**src/rtl/complex_cal_sched.sv**
```systemverilog
// complex_cal_sched: round-robin sharing of one complex_cal core by two
// requesters, with in-order tag steering of results and error monitoring.
module complex_cal_sched #(
    parameter int D_WIDTH = 8,
    parameter int MAX_OUT = 4,
    parameter int TIMEOUT = 64
) (
    input  logic               clk,
    input  logic               rst,
    input  logic               a_req_vld,
    output logic               a_req_rdy,
    input  logic               a_mode,
    input  logic [D_WIDTH-1:0] a_re_1,
    input  logic [D_WIDTH-1:0] a_im_1,
    input  logic [D_WIDTH-1:0] a_re_2,
    input  logic [D_WIDTH-1:0] a_im_2,
    input  logic               b_req_vld,
    output logic               b_req_rdy,
    input  logic               b_mode,
    input  logic [D_WIDTH-1:0] b_re_1,
    input  logic [D_WIDTH-1:0] b_im_1,
    input  logic [D_WIDTH-1:0] b_re_2,
    input  logic [D_WIDTH-1:0] b_im_2,
    output logic               a_rsp_vld,
    output logic               b_rsp_vld,
    output logic [D_WIDTH-1:0] rsp_re,
    output logic [D_WIDTH-1:0] rsp_im,
    output logic               cc_din_vld,
    output logic               cc_cal_mode,
    output logic [D_WIDTH-1:0] cc_din_re_1,
    output logic [D_WIDTH-1:0] cc_din_im_1,
    output logic [D_WIDTH-1:0] cc_din_re_2,
    output logic [D_WIDTH-1:0] cc_din_im_2,
    input  logic [D_WIDTH-1:0] cc_dout_re,
    input  logic [D_WIDTH-1:0] cc_dout_im,
    input  logic               cc_dout_vld,
    output logic               busy,
    input  logic               err_clr,
    output logic               err_unexp,
    output logic               err_timeout
);
    localparam int PW = $clog2(MAX_OUT);
    localparam int CW = PW + 1;
    localparam int WW = $clog2(TIMEOUT);

    logic               r_ptr;
    logic [CW-1:0]      r_cnt;
    logic [PW-1:0]      r_wp;
    logic [PW-1:0]      r_rp;
    logic [MAX_OUT-1:0] r_tag;
    logic [WW-1:0]      r_wd;

    logic w_elig;
    logic w_hs_a;
    logic w_hs_b;
    logic w_push;
    logic w_pop;
    logic w_empty;
    logic w_unexp;
    logic w_wd_hit;

    // r_ptr = 0 favours A, 1 favours B on a tie
    always_comb begin
        w_empty   = (r_cnt == '0);
        w_elig    = !rst && (r_cnt < CW'(MAX_OUT));
        a_req_rdy = w_elig && a_req_vld && (!b_req_vld || !r_ptr);
        b_req_rdy = w_elig && b_req_vld && (!a_req_vld || r_ptr);
        w_hs_a    = a_req_vld && a_req_rdy;
        w_hs_b    = b_req_vld && b_req_rdy;
        w_push    = w_hs_a || w_hs_b;
        w_pop     = cc_dout_vld && !w_empty;
        w_unexp   = cc_dout_vld && w_empty;
        w_wd_hit  = (r_wd == WW'(TIMEOUT - 1));
        busy      = !w_empty;
    end

    always_ff @(posedge clk or posedge rst) begin
        if (rst) begin
            r_ptr <= 1'b0;
            r_cnt <= '0;
            r_wp  <= '0;
            r_rp  <= '0;
            r_tag <= '0;
        end else begin
            if (w_push) begin
                r_tag[r_wp] <= w_hs_b;
                r_wp        <= r_wp + PW'(1);
                r_ptr       <= w_hs_a;
            end
            if (w_pop) begin
                r_rp <= r_rp + PW'(1);
            end
            r_cnt <= r_cnt + CW'(w_push) - CW'(w_pop);
        end
    end

    always_ff @(posedge clk or posedge rst) begin
        if (rst) begin
            cc_din_vld  <= 1'b0;
            cc_cal_mode <= 1'b0;
            cc_din_re_1 <= '0;
            cc_din_im_1 <= '0;
            cc_din_re_2 <= '0;
            cc_din_im_2 <= '0;
        end else begin
            cc_din_vld <= w_push;
            if (w_hs_a) begin
                cc_cal_mode <= a_mode;
                cc_din_re_1 <= a_re_1;
                cc_din_im_1 <= a_im_1;
                cc_din_re_2 <= a_re_2;
                cc_din_im_2 <= a_im_2;
            end else if (w_hs_b) begin
                cc_cal_mode <= b_mode;
                cc_din_re_1 <= b_re_1;
                cc_din_im_1 <= b_im_1;
                cc_din_re_2 <= b_re_2;
                cc_din_im_2 <= b_im_2;
            end
        end
    end

    always_ff @(posedge clk or posedge rst) begin
        if (rst) begin
            a_rsp_vld <= 1'b0;
            b_rsp_vld <= 1'b0;
            rsp_re    <= '0;
            rsp_im    <= '0;
        end else begin
            a_rsp_vld <= w_pop && !r_tag[r_rp];
            b_rsp_vld <= w_pop && r_tag[r_rp];
            if (w_pop) begin
                rsp_re <= cc_dout_re;
                rsp_im <= cc_dout_im;
            end
        end
    end

    // A new error event takes priority over a coincident clear
    always_ff @(posedge clk or posedge rst) begin
        if (rst) begin
            r_wd        <= '0;
            err_unexp   <= 1'b0;
            err_timeout <= 1'b0;
        end else begin
            if (w_empty || cc_dout_vld) begin
                r_wd <= '0;
            end else if (!w_wd_hit) begin
                r_wd <= r_wd + WW'(1);
            end
            if (w_unexp) begin
                err_unexp <= 1'b1;
            end else if (err_clr) begin
                err_unexp <= 1'b0;
            end
            if (w_wd_hit) begin
                err_timeout <= 1'b1;
            end else if (err_clr) begin
                err_timeout <= 1'b0;
            end
        end
    end
endmodule

```
**config.mk**
```make
export PLATFORM = sky130hd
export DESIGN_NAME = complex_cal_sched
export DESIGN_NICKNAME = d
export VERILOG_FILES = /design/src/rtl/complex_cal_sched.sv
export SDC_FILE = /design/constraint.sdc
export NUM_CORES = 1
export LEC_CHECK = 0
export CAP_MARGIN = 0
export CORE_UTILIZATION = 46
export DETAILED_ROUTE_END_ITERATION = 8
export PLACE_DENSITY = 0.91
export SYNTH_ARGS = -nofsm -noshare
export SYNTH_HDL_FRONTEND = slang
export SYNTH_SLANG_ARGS = --single-unit
```
**constraint.sdc**
```tcl
create_clock -name clk -period 5.5 [get_ports clk]
set_clock_uncertainty 0.1 [all_clocks]
set_input_delay 1.375 -clock clk [delete_from_list [all_inputs] [get_ports clk]]
set_output_delay 1.375 -clock clk [all_outputs]
set_load 0.02 [all_outputs]
```
# Word-level counts from Yosys, hierarchy flattened
# Index checks and enable logic that the tools add are counted.
# Widths: inputs -> output; s select.
# word_totals
ff_bits	72
latch_bits	0
mem_bits_rw	0
romBits	0
input_bits	88
output_inout_bits	57
word_cells	75
n_memories	0
# classes
add_sub_neg	5
mul	0
n_div	0
n_lt_le_gt_ge	4
n_eq_ne	2
shifts	0
n_mux	20
n_bitwise	0
reduce_logical	26
# op_table
cell	count
$mux 8	8
$logic_and 1x1->1	12
$mux 6	2
$mux 1	7
$add 6x1->6 const B	1
$eq 6x6->1 const B	1
$logic_not 1->1	6
$lt 2x3->1 const B	2
$reduce_bool 2->1	3
$add 2x1->2 const B	2
$bwmux 4	1
$logic_or 1x1->1	4
$add 3x1->3	1
$logic_not 3->1	1
$lt 3x3->1 const B	1
$sub 3x1->3	1
$bmux 1 s2	1
$demux 1 s2	1
$ge 2x1->1 const B	1
$ne 2x1->1 const B	1

# Longest topological paths before layout
# logic_depth
word_depth	8
mapped_depth	9
ltp_nobuf	8

# Worst setup path after synthesis
# No wires, ideal clock.
# synth_timing
kind	input-to-output
from	in rst
to	out a_req_rdy
t_arrival_ps	1991
required_ps	4025
slack_ps	2034
stages	4
n_path_buf	2
cell_sequence	nor3b_2 > and2_1 > buf_6 > buf_6
# synth_between
elab_chain_len	4
# synth_rtl
element	line	text
start: declaration	9	input logic rst,
$logic_not 1->1 (no line)	-	
$logic_and 1x1->1	65	w_elig = !rst && (r_cnt < CW'(MAX_OUT));
$logic_and 1x1->1 (2 in a row)	66	a_req_rdy = w_elig && a_req_vld && (!b_req_vld || !r_ptr);
end: declaration	11	output logic a_req_rdy,
# Every way passes these cells.

# Final worst setup path
# layout_timing
from	in rst
to	out b_req_rdy
# layout_between
elab_chain_len	4
# layout_rtl
element	line	text
$logic_not 1->1 (no line)	-	
$logic_and 1x1->1	65	
$logic_and 1x1->1 (2 in a row)	67	b_req_rdy = w_elig && b_req_vld && (!a_req_vld || r_ptr);
end: declaration	18	output logic b_req_rdy,
# Every way passes these cells.

==> impl_metrics.ini <==
[pwr]
share_comb_of_total_power = 0.485
power.switching_w = 0.000955
switching_share = 0.373
intPower_w = 0.00161
reported_leakage_power_nw = 2.19
pwr_density_cell_nw_per_um2 = 484
seq_power_share = 0.348
clock_power_share = 0.168
ir_drop_mv = 0.246
total_power_consumption_of_the_routed_design_w = 0.00256

[worst_setup_path]
worst_path_max_delay_cell = sky130_fd_sc_hd__clkdlybuf4s50_1
critPathKind = primary input to output port
critical_path.max_stage_delay_ns = 0.65
setup.worst_path.end_class = output port
cp_cell_sequence = clkdlybuf4s50_1 -> nor2_1 -> and3_1 -> clkdlybuf4s50_1
timing.critical_path.fanout_max = 5
worst-path-buf-inv = 2
worst_ep_required_time_ns = 4.03
critical-path-top-cell-by-count = sky130_fd_sc_hd__clkdlybuf4s50_1
critPathLaunch = rst
worstRegToRegCells = 8
timing.reg2reg.setup_slack_ns = 3.12
critical_path_cell_count = 4
worstPathArrival_ns = 3.29
worst_path_dominant_cell_family = buffers and inverters
critical_path.startpoint_type = primary input
regToRegStartpoint = r_cnt[2]$_DFF_PP0_
timing.rr.end = r_cnt[2]$_DFF_PP0_

[grt]
first_global_vias = 3115
grt_remaining_overflow = 0
grt_start_max_net_pins = 49
grt_use_total = 0.239
antenna_found_initial = 0
grt_pass1_wl_um = 15400

[logic_synthesis]
postSynth.topFlopCell = sky130_fd_sc_hd__dfrtp_1
synth.ff_latch_count = 72
mappedNetlistArea_um2 = 3600
ys_types = 37
yosysWarnings = 0
synthesis.nets = 414
synthesized_area_per_cell_um2 = 11.3
synth_edf_count = 0
synth_sequential_area_ratio = 0.501
postSynthCellCount = 318
synth_async_sr_flop_share = 1.00

[route]
drt_iter0_markers = 152
wl_um = 9330
num_vias = 3091
antenna_violating_nets_post_route = 0
detail_route.vias_per_cell = 5.54
drc = 0
drtPass1Iterations = 5
route.detailed.wl_per_inst_um = 16.7

[cells_and_area]
fillers = 524
finalCoreUtilization = 0.715
layout-drive-gt1-share = 0.159
most-common-layout-cells = sky130_fd_sc_hd__clkdlybuf4s50_1, sky130_fd_sc_hd__dfrtp_1, sky130_fd_sc_hd__inv_1
syn_to_final_growth_pct = 47.2
commonest_non_fill_non_tap_cell_in_the_layout = sky130_fd_sc_hd__clkdlybuf4s50_1
total_inserted_antenna_cells = 0
layout.nets = 551

[placed_design]
finalWeightedCongestion = 0.753
port_buffers = 144
post-dp-hpwl_um = 6280

[timing]
timing.final.crit_period_ns = 4.76
number_of_pins_with_negative_max_slew_slack_in_the_final_report = 0
final_hold_viol_count = 0
share_of_the_cycle_needed_by_the_critical_path_after_routing = 0.866
clock.fmax_ghz = 0.210
endpoints_failing_setup = 0
slew-limit-headroom = 0.165
totalNegativeSetupSlack_ns = 0
worst-slew-pin-transition_ns = 1.25
grt_setup_unrepaired = false

[die]
die-area_um2 = 8180
chipWidth_um = 90.4
ios = 145
core_um2 = 7410
floorplan.initialDensity = 0.486
chipHeight_um = 90.4
placementRows = 31

[clock_network]
ctsHoldBuffers = 0
clock-sinks = 72
tritoncts = done
htree_num_levels = 3
cts-root-to-sink-buffers = 2
postCtsSetupBuffers = 0
post_cts_resized = 0
cts_buffers = 9
clk_pin_slew_ns = 0.07
cts_root_buffer = sky130_fd_sc_hd__clkbuf_8
clock_latency_reported_for_the_late_side_of_the_worst_skew_pair_ns = 0.34

[worst_hold_path]
worst_hold_path.endpoint = r_rp[1]$_DFFE_PP0P_
hold_path.startpoint = r_rp[1]$_DFFE_PP0P_
hold_path.class = register to register
min_delay_path_depth = 1

[run_status]
outcome = finished, final reports clean

[job]
drv_cap = 0
-- cells in the mapped netlist (all sizes together) (2+ instances only) --
| master | n | area share |
|---|---|---|
| o21ai | 37 | 0.053 |
| xnor2 | 5 | 0.012 |
| nor2 | 4 | 0.0042 |
| and2 | 2 | 0.0035 |
| a21oi | 3 | 0.0042 |
| inv | 43 | 0.045 |
| nand2 | 4 | 0.0042 |
| mux2 | 17 | 0.053 |
| clkbuf | 11 | 0.011 |
| nand3 | 39 | 0.054 |
| ha | 7 | 0.024 |
| dfrtp | 72 | 0.50 |
| nand2b | 2 | 0.0035 |
| buf | 13 | 0.026 |
| and3 | 2 | 0.0035 |
| a31oi | 3 | 0.0052 |
| a22o | 4 | 0.0097 |
| o311ai | 33 | 0.14 |
| nor3 | 4 | 0.0056 |
-- per-layer routing --
layer,vias up,GRT usage,wire length (um)
li1,1407,-,-
met1,1503,0.296,3740
met2,154,0.396,4650
met3,27,0.0547,662
met4,0,0.110,273
met5,-,0,0
-- worst max path at each step --
stage | endpoint | slack [ns]
final | b_req_rdy | 0.74
after global placement | b_req_rdy | 0.91
after global routing | b_req_rdy | 0.70
after floorplan | a_req_rdy | 2.03
after detailed placement | b_req_rdy | 0.83
after CTS | b_req_rdy | 0.75
-- state kept, by name, indices dropped and copies added (netlist names), 2 cells and up --
name and cells:
cc_din_im_1 8, cc_din_im_2 8, cc_din_re_1 8, cc_din_re_2 8
r_cnt 3, r_rp 2, r_tag 4, r_wd 6
r_wp 2, rsp_im 8, rsp_re 8
-- cell type report --
class / instances / area, um2 / area share
Clock buffer: 11 / 151 / 0.0286
Clock inverter: 4 / 52.6 / 0.00992
Inverter: 43 / 161 / 0.0305
Multi-Input combinational cell: 179 / 1520 / 0.287
Sequential cell: 72 / 1800 / 0.340
Tap cell: 99 / 124 / 0.0234
Timing Repair Buffer: 150 / 1490 / 0.281
-- kinds of logic (layout without fill, tap and decap cells) --
kind of cell,count (synthesis),count (layout),synth area share
compound gates,83,83,0.219
flops,72,72,0.501
buf+inv,67,208,0.0821
simple gates,64,64,0.0942
mux,18,18,0.0595
fa+ha+maj,8,8,0.0299
xor+xnor,6,6,0.0146
-- power by group through the flow --
stage / Clock [W] / Sequential [W] / Combinational, W
2_1_floorplan: 0 / 0.00108 / 0.000517
3_3_place_gp: 0 / 0.000883 / 0.00121
3_5_place_dp: 0 / 0.000892 / 0.00124
4_1_cts: 0.000438 / 0.000889 / 0.00125
5_1_grt: 0.000460 / 0.000919 / 0.00133
6_report: 0.000430 / 0.000892 / 0.00124
-- metrics by stage --
stage,setup slack [ns],area [um2],instances,hold WS [ns]
after global routing,0.699,5300,558,0.413
after detailed placement,0.830,5090,543,0.375
final,0.736,5300,558,0.396
after CTS,0.748,5300,558,0.392
after floorplan,2.03,3600,318,0.353
after global placement,0.907,5090,543,0.373
(Power assumes the default switching activity.)
